[src/rtl/arm_pkg.sv]
// Shared definitions for the ARM-style execute pipeline.
//   - exe_cmd encodings for the ALU (EXE_MOV .. EXE_EOR)
//   - NZCV bit positions inside the 4-bit status word
//   - default datapath / register-index widths
package arm_pkg;

  localparam int unsigned ARM_DW = 32;
  localparam int unsigned ARM_RW = 4;

  localparam logic [3:0] EXE_MOV = 4'b0001;
  localparam logic [3:0] EXE_MVN = 4'b1001;
  localparam logic [3:0] EXE_ADD = 4'b0010;
  localparam logic [3:0] EXE_ADC = 4'b0011;
  localparam logic [3:0] EXE_SUB = 4'b0100;
  localparam logic [3:0] EXE_SBC = 4'b0101;
  localparam logic [3:0] EXE_AND = 4'b0110;
  localparam logic [3:0] EXE_ORR = 4'b0111;
  localparam logic [3:0] EXE_EOR = 4'b1000;

  localparam int unsigned FLAG_N = 3;
  localparam int unsigned FLAG_Z = 2;
  localparam int unsigned FLAG_C = 1;
  localparam int unsigned FLAG_V = 0;

  // Flag-update masks in NZCV order.
  localparam logic [3:0] MASK_ALL   = 4'b1111;
  localparam logic [3:0] MASK_NZ    = 4'b1100;
  localparam logic [3:0] MASK_NONE  = 4'b0000;

endpackage

[src/rtl/alu_core.sv]
// Purely combinational ALU for the execute stage.
// Ports:
//   val1, val2  - operands (Rn, generated Val2)
//   exe_cmd     - ALU command (arm_pkg EXE_*)
//   c_in        - registered carry flag, used by ADC/SBC
//   result      - ALU result
//   nzcv_next   - candidate NZCV flags
//   flag_mask   - which NZCV bits the command is allowed to update
module alu_core
  import arm_pkg::*;
#(
  parameter int unsigned DW = ARM_DW
) (
  input  logic [DW-1:0] val1,
  input  logic [DW-1:0] val2,
  input  logic [3:0]    exe_cmd,
  input  logic          c_in,
  output logic [DW-1:0] result,
  output logic [3:0]    nzcv_next,
  output logic [3:0]    flag_mask
);

  logic [DW:0] sum;
  logic        is_add;
  logic        is_sub;

  always_comb begin
    sum       = '0;
    result    = '0;
    is_add    = 1'b0;
    is_sub    = 1'b0;
    flag_mask = MASK_NONE;
    unique case (exe_cmd)
      EXE_MOV: begin result = val2;         flag_mask = MASK_NZ; end
      EXE_MVN: begin result = ~val2;        flag_mask = MASK_NZ; end
      EXE_AND: begin result = val1 & val2;  flag_mask = MASK_NZ; end
      EXE_ORR: begin result = val1 | val2;  flag_mask = MASK_NZ; end
      EXE_EOR: begin result = val1 ^ val2;  flag_mask = MASK_NZ; end
      EXE_ADD, EXE_ADC: begin
        sum       = {1'b0, val1} + {1'b0, val2} +
                    {{DW{1'b0}}, (exe_cmd == EXE_ADC) & c_in};
        result    = sum[DW-1:0];
        is_add    = 1'b1;
        flag_mask = MASK_ALL;
      end
      EXE_SUB, EXE_SBC: begin
        // a + ~b + 1 (or + C for SBC): the carry out is directly NOT borrow.
        sum       = {1'b0, val1} + {1'b0, ~val2} +
                    {{DW{1'b0}}, (exe_cmd == EXE_SBC) ? c_in : 1'b1};
        result    = sum[DW-1:0];
        is_sub    = 1'b1;
        flag_mask = MASK_ALL;
      end
      default: ;
    endcase

    nzcv_next         = '0;
    nzcv_next[FLAG_N] = result[DW-1];
    nzcv_next[FLAG_Z] = (result == '0);
    nzcv_next[FLAG_C] = sum[DW];
    nzcv_next[FLAG_V] = (is_add & (val1[DW-1] == val2[DW-1]) & (result[DW-1] != val1[DW-1])) |
                        (is_sub & (val1[DW-1] != val2[DW-1]) & (result[DW-1] != val1[DW-1]));
  end

endmodule

[src/rtl/exe_alu_stage.sv]
// Execute stage: ALU, NZCV status register and EXE/MEM pipeline register.
// Inputs:  clk, rst_n (sync, active low), in_valid, freeze, flush, val1, val2,
//          exe_cmd, s_bit, wb_en, mem_r_en, mem_w_en, dest, st_val
// Outputs: out_valid, alu_res, out_wb_en, out_mem_r_en, out_mem_w_en,
//          out_dest, out_st_val, status (NZCV, N in bit 3). All registered.
module exe_alu_stage
  import arm_pkg::*;
#(
  parameter int unsigned DW = ARM_DW,
  parameter int unsigned RW = ARM_RW
) (
  input  logic          clk,
  input  logic          rst_n,
  input  logic          in_valid,
  input  logic          freeze,
  input  logic          flush,
  input  logic [DW-1:0] val1,
  input  logic [DW-1:0] val2,
  input  logic [3:0]    exe_cmd,
  input  logic          s_bit,
  input  logic          wb_en,
  input  logic          mem_r_en,
  input  logic          mem_w_en,
  input  logic [RW-1:0] dest,
  input  logic [DW-1:0] st_val,
  output logic          out_valid,
  output logic [DW-1:0] alu_res,
  output logic          out_wb_en,
  output logic          out_mem_r_en,
  output logic          out_mem_w_en,
  output logic [RW-1:0] out_dest,
  output logic [DW-1:0] out_st_val,
  output logic [3:0]    status
);

  logic          valid_q, valid_d;
  logic [DW-1:0] res_q, res_d;
  logic          wb_q, wb_d;
  logic          mr_q, mr_d;
  logic          mw_q, mw_d;
  logic [RW-1:0] dest_q, dest_d;
  logic [DW-1:0] st_q, st_d;
  logic [3:0]    status_q, status_d;

  logic [DW-1:0] alu_result;
  logic [3:0]    nzcv_next;
  logic [3:0]    flag_mask;

  alu_core #(
    .DW (DW)
  ) u_alu_core (
    .val1      (val1),
    .val2      (val2),
    .exe_cmd   (exe_cmd),
    .c_in      (status_q[FLAG_C]),
    .result    (alu_result),
    .nzcv_next (nzcv_next),
    .flag_mask (flag_mask)
  );

  always_comb begin
    valid_d  = valid_q;
    res_d    = res_q;
    wb_d     = wb_q;
    mr_d     = mr_q;
    mw_d     = mw_q;
    dest_d   = dest_q;
    st_d     = st_q;
    status_d = status_q;
    if (flush || (!freeze && !in_valid)) begin
      // Bubble: everything cleared, flags untouched.
      valid_d = 1'b0;
      res_d   = '0;
      wb_d    = 1'b0;
      mr_d    = 1'b0;
      mw_d    = 1'b0;
      dest_d  = '0;
      st_d    = '0;
    end else if (!freeze) begin
      valid_d = 1'b1;
      res_d   = alu_result;
      wb_d    = wb_en;
      mr_d    = mem_r_en;
      mw_d    = mem_w_en;
      dest_d  = dest;
      st_d    = st_val;
      if (s_bit) begin
        status_d = (status_q & ~flag_mask) | (nzcv_next & flag_mask);
      end
    end
  end

  always_ff @(posedge clk) begin
    if (!rst_n) begin
      valid_q  <= 1'b0;
      res_q    <= '0;
      wb_q     <= 1'b0;
      mr_q     <= 1'b0;
      mw_q     <= 1'b0;
      dest_q   <= '0;
      st_q     <= '0;
      status_q <= '0;
    end else begin
      valid_q  <= valid_d;
      res_q    <= res_d;
      wb_q     <= wb_d;
      mr_q     <= mr_d;
      mw_q     <= mw_d;
      dest_q   <= dest_d;
      st_q     <= st_d;
      status_q <= status_d;
    end
  end

  assign out_valid    = valid_q;
  assign alu_res      = res_q;
  assign out_wb_en    = wb_q;
  assign out_mem_r_en = mr_q;
  assign out_mem_w_en = mw_q;
  assign out_dest     = dest_q;
  assign out_st_val   = st_q;
  assign status       = status_q;

endmodule

[config.mk]
export PLATFORM = sky130hd
export DESIGN_NAME = exe_alu_stage
export DESIGN_NICKNAME = d
export VERILOG_FILES = /design/src/rtl/arm_pkg.sv /design/src/rtl/alu_core.sv /design/src/rtl/exe_alu_stage.sv
export SDC_FILE = /design/constraint.sdc
export NUM_CORES = 1
export LEC_CHECK = 0
export BUFFER_PORTS_ARGS = -buffer_cell sky130_fd_sc_hd__buf_2
export CORE_MARGIN = 2
export CORE_UTILIZATION = 50
export CTS_CLUSTER_DIAMETER = 50
export DETAILED_ROUTE_END_ITERATION = 10
export PLACE_DENSITY = 0.8
export SLEW_MARGIN = 10
export SYNTH_ARGS = -nofsm -noshare
export SYNTH_HDL_FRONTEND = slang
export SYNTH_HIERARCHICAL = 1
export SYNTH_SLANG_ARGS = --single-unit
export TNS_END_PERCENT = 10
[constraint.sdc]
create_clock -name clk -period 6.02 [get_ports clk]
set_clock_uncertainty 0.15 [all_clocks]
set_input_delay 0.602 -clock clk [delete_from_list [all_inputs] [get_ports clk]]
set_output_delay 0.602 -clock clk [all_outputs]
set_load 0.01 [all_outputs]
==> flow_summary.toml <==
[run_status]
status = "finished clean"

[drt]
avgRoutedWirePerCell_um = 18.9
wirelength_met1_um = 13000
top_layer_used = "met4"
postRouteAntennaNets = 0
drt_iter0_drc = 1194
wl_met2_um = 13100
met3WireLength_um = 3060
vias = 9905
totalWireLength_um = 30100
drc_errors = 0
viasPerCell = 6.23
dr.pass1.iters = 6

[pwr]
p_leak_nw = 4.96
ir_worst_vdd_mv = 0.160
powerDensity_mw_per_mm2 = 176

[die]
coreArea_mm2 = 0.0180
start_util_pct = 51.1
ioPinCount = 189
dieWidth_um = 140
die_area_mm2 = 0.0195
row_count = 49
die_h_um = 140

[place]
dpl.hpwl_um = 22500
dp.cells = 1574
gp_congestion = 0.998
io_buffer_count = 188

[finish]
num_antenna_cells = 0
areaGrowthSynthToFinish_pct = 12.3
drive_gt1_share_pct = 19.6
nNetsFinal = 1568
fin_util_pct = 57.4
mostFrequentLayoutCells = "buf_2, nor2_1, inv_1"
layout_commonest_cell = "buf_2"
fin_cells = 1590
n_fill_cell = 1679

[logic_synthesis]
syn_area_mm2 = 0.00918
synth-seq-area-share_pct = 16.6
ys_async_sr_fraction_pct = 0
postSynthAreaPerCell_um2 = 7.50
synthCells = 1224
ys_warn_count = 6
yosysUniqueCellTypes = 96
synth_ff_type = "dfxtp_1"
ys_ff_latch = 76
synth_edf_count = 0
synth_fp_nets = 1436

[clocking]
clock-sinks = 76
postCtsHoldBufs = 0
h-tree-depth = 3
cts_max_path_buffers = 2
cts_tree = "built"
postCtsSetupBuffers = 0
clockRootBuffer = "clkbuf_16"
cts_resized = 0
cts.reportedPaths.clkPinSlew_ns = 0.08
cts_buffers = 9
clk-insertion-delay-late_ns = 0.36

[sta]
finalHoldViolations = 0
rsz0062_at_grt = "no"
fmax_ghz = 0.180
fin_crit_sh_pct = 92.3
post-route-min-period_ns = 5.56
tightest_slew_ns = 1.28
slew_viol_final = 0
max-slew-margin-rel_pct = 14.4
setup_viol = 0
setup_tns_ns = 0

[critical_path]
crit_required_ns = 6.18
ff2ff_setup_slack_ns = 0.88
cp-end-kind = "flop"
worst-path-max-fanout = 23
critPathMaxStageDelay_ns = 0.58
arrival_ns = 5.72
slowest_stage = "or4_1"
cp_cell_sequence = "buf_2, and3_2, nand3b_1, fa_1, inv_1, fa_1, o21bai_1, a2111oi_2, or3_1, o22ai_1, or2_2, or4_1, nor4_2, nand4bb_1, or4_1, or4b_4, nor4b_4, a41o_1"
crit_path_start_kind = "primary input"
crit_type = "in -> reg"

[job]
cap_violations = 0

[grt]
grt_pass1_wl_um = 47100
track_usage_pct = 29.8
grt_max_degree = 73
grt_pass1_vias = 8909
antenna_found_initial = 0
overflow = 0

[hold_path]
hold_class = "reg -> reg"
==> Yosys cell counts, drive strengths merged (13+ instances only) <==
library cell | n | area [um2]
ha | 95 | 1190
a21o | 16 | 123
a221oi | 15 | 131
buf | 45 | 333
nor3 | 32 | 160
nand2 | 73 | 274
clkbuf | 42 | 239
a211oi | 24 | 180
o21bai | 13 | 97.6
dfxtp | 76 | 1520
nand3 | 15 | 75.1
o21ai | 72 | 360
o211ai | 22 | 179
mux2i | 76 | 761
inv | 106 | 400
a21oi | 94 | 474
nor2 | 168 | 631
==> critical path, delay by kind of cell <==
kind / cells / cell delay (ns)
AOI/OAI and AO/OA: 4 / 0.96
and+or+nand+nor: 10 / 3.08
adders and majority gates: 2 / 0.63
buffers and inverters: 2 / 0.45
==> report_power, final <==
group | total [mW] | internal, mW | switching (mW)
logic | 0.735 | 0.277 | 0.458
registers | 0.525 | 0.517 | 0.00785
clock network | 0.555 | 0.289 | 0.266
total | 1.82 | 1.08 | 0.732
==> sequential cells by signal (all words and copies together), names as in the netlist, named ones only <==
signal,cells
out_valid,1
out_mem_w_en,1
out_st_val,32
out_dest,4
alu_res,32
out_wb_en,1
out_mem_r_en,1
==> cells by family after synthesis <==
family                   count (synthesis)  synth area share [%]
multiplexers                            79                  8.77
AND/OR/NAND/NOR                        389                  21.0
flip-flops                              76                  16.6
adder cells (fa/ha/maj)                 99                  13.8
buffers and inverters                  193                  10.6
AO/OA/AOI/OAI                          376                  28.1
XOR/XNOR                                12                  1.14
==> metal layers <==
layer / global-route usage (%) / up-vias
li1: - / 4696
met1: 40.5 / 4556
met2: 47.0 / 565
met3: 6.06 / 88
met4: 10.5 / 0
met5: 0 / -
==> layout make-up <==
class | count | area [um2] | share of cell area (%)
multi-input cells | 955 | 6720 | 65.1
flip-flops and latches | 76 | 1520 | 14.8
repair buffers | 208 | 1090 | 10.6
inverters | 106 | 400 | 3.88
well taps | 229 | 287 | 2.78
clock buffers | 9 | 225 | 2.18
clock inverters | 7 | 67.6 | 0.655
==> worst paths after layout <==
| check | from | cells after the start | endpoint |
|---|---|---|---|
| worst max-delay path | exe_cmd[2] | 18 | flop |
| worst min-delay path | out_valid | 2 | out_valid |
| worst min register to register | out_valid | 2 | out_valid |
| worst max register to register | flop | 16 | flop |
==> stage by stage <==
| stage | instance area [um2] | worst slack, ns | hold slack (ns) | total power [mW] |
|---|---|---|---|---|
| final | 10300 | 0.462 | 0.299 | 1.82 |
| after CTS | 10300 | 0.510 | 0.305 | 1.81 |
| after global placement | 10000 | 0.270 | 0.285 | 1.24 |
| after floorplan | 9210 | 0.00911 | 0.324 | 1.05 |
| after global routing | 10300 | 0.207 | 0.332 | 1.91 |
| after detailed placement | 10000 | 0.125 | 0.293 | 1.25 |
Note: power is estimated with default switching activity, not from simulation.
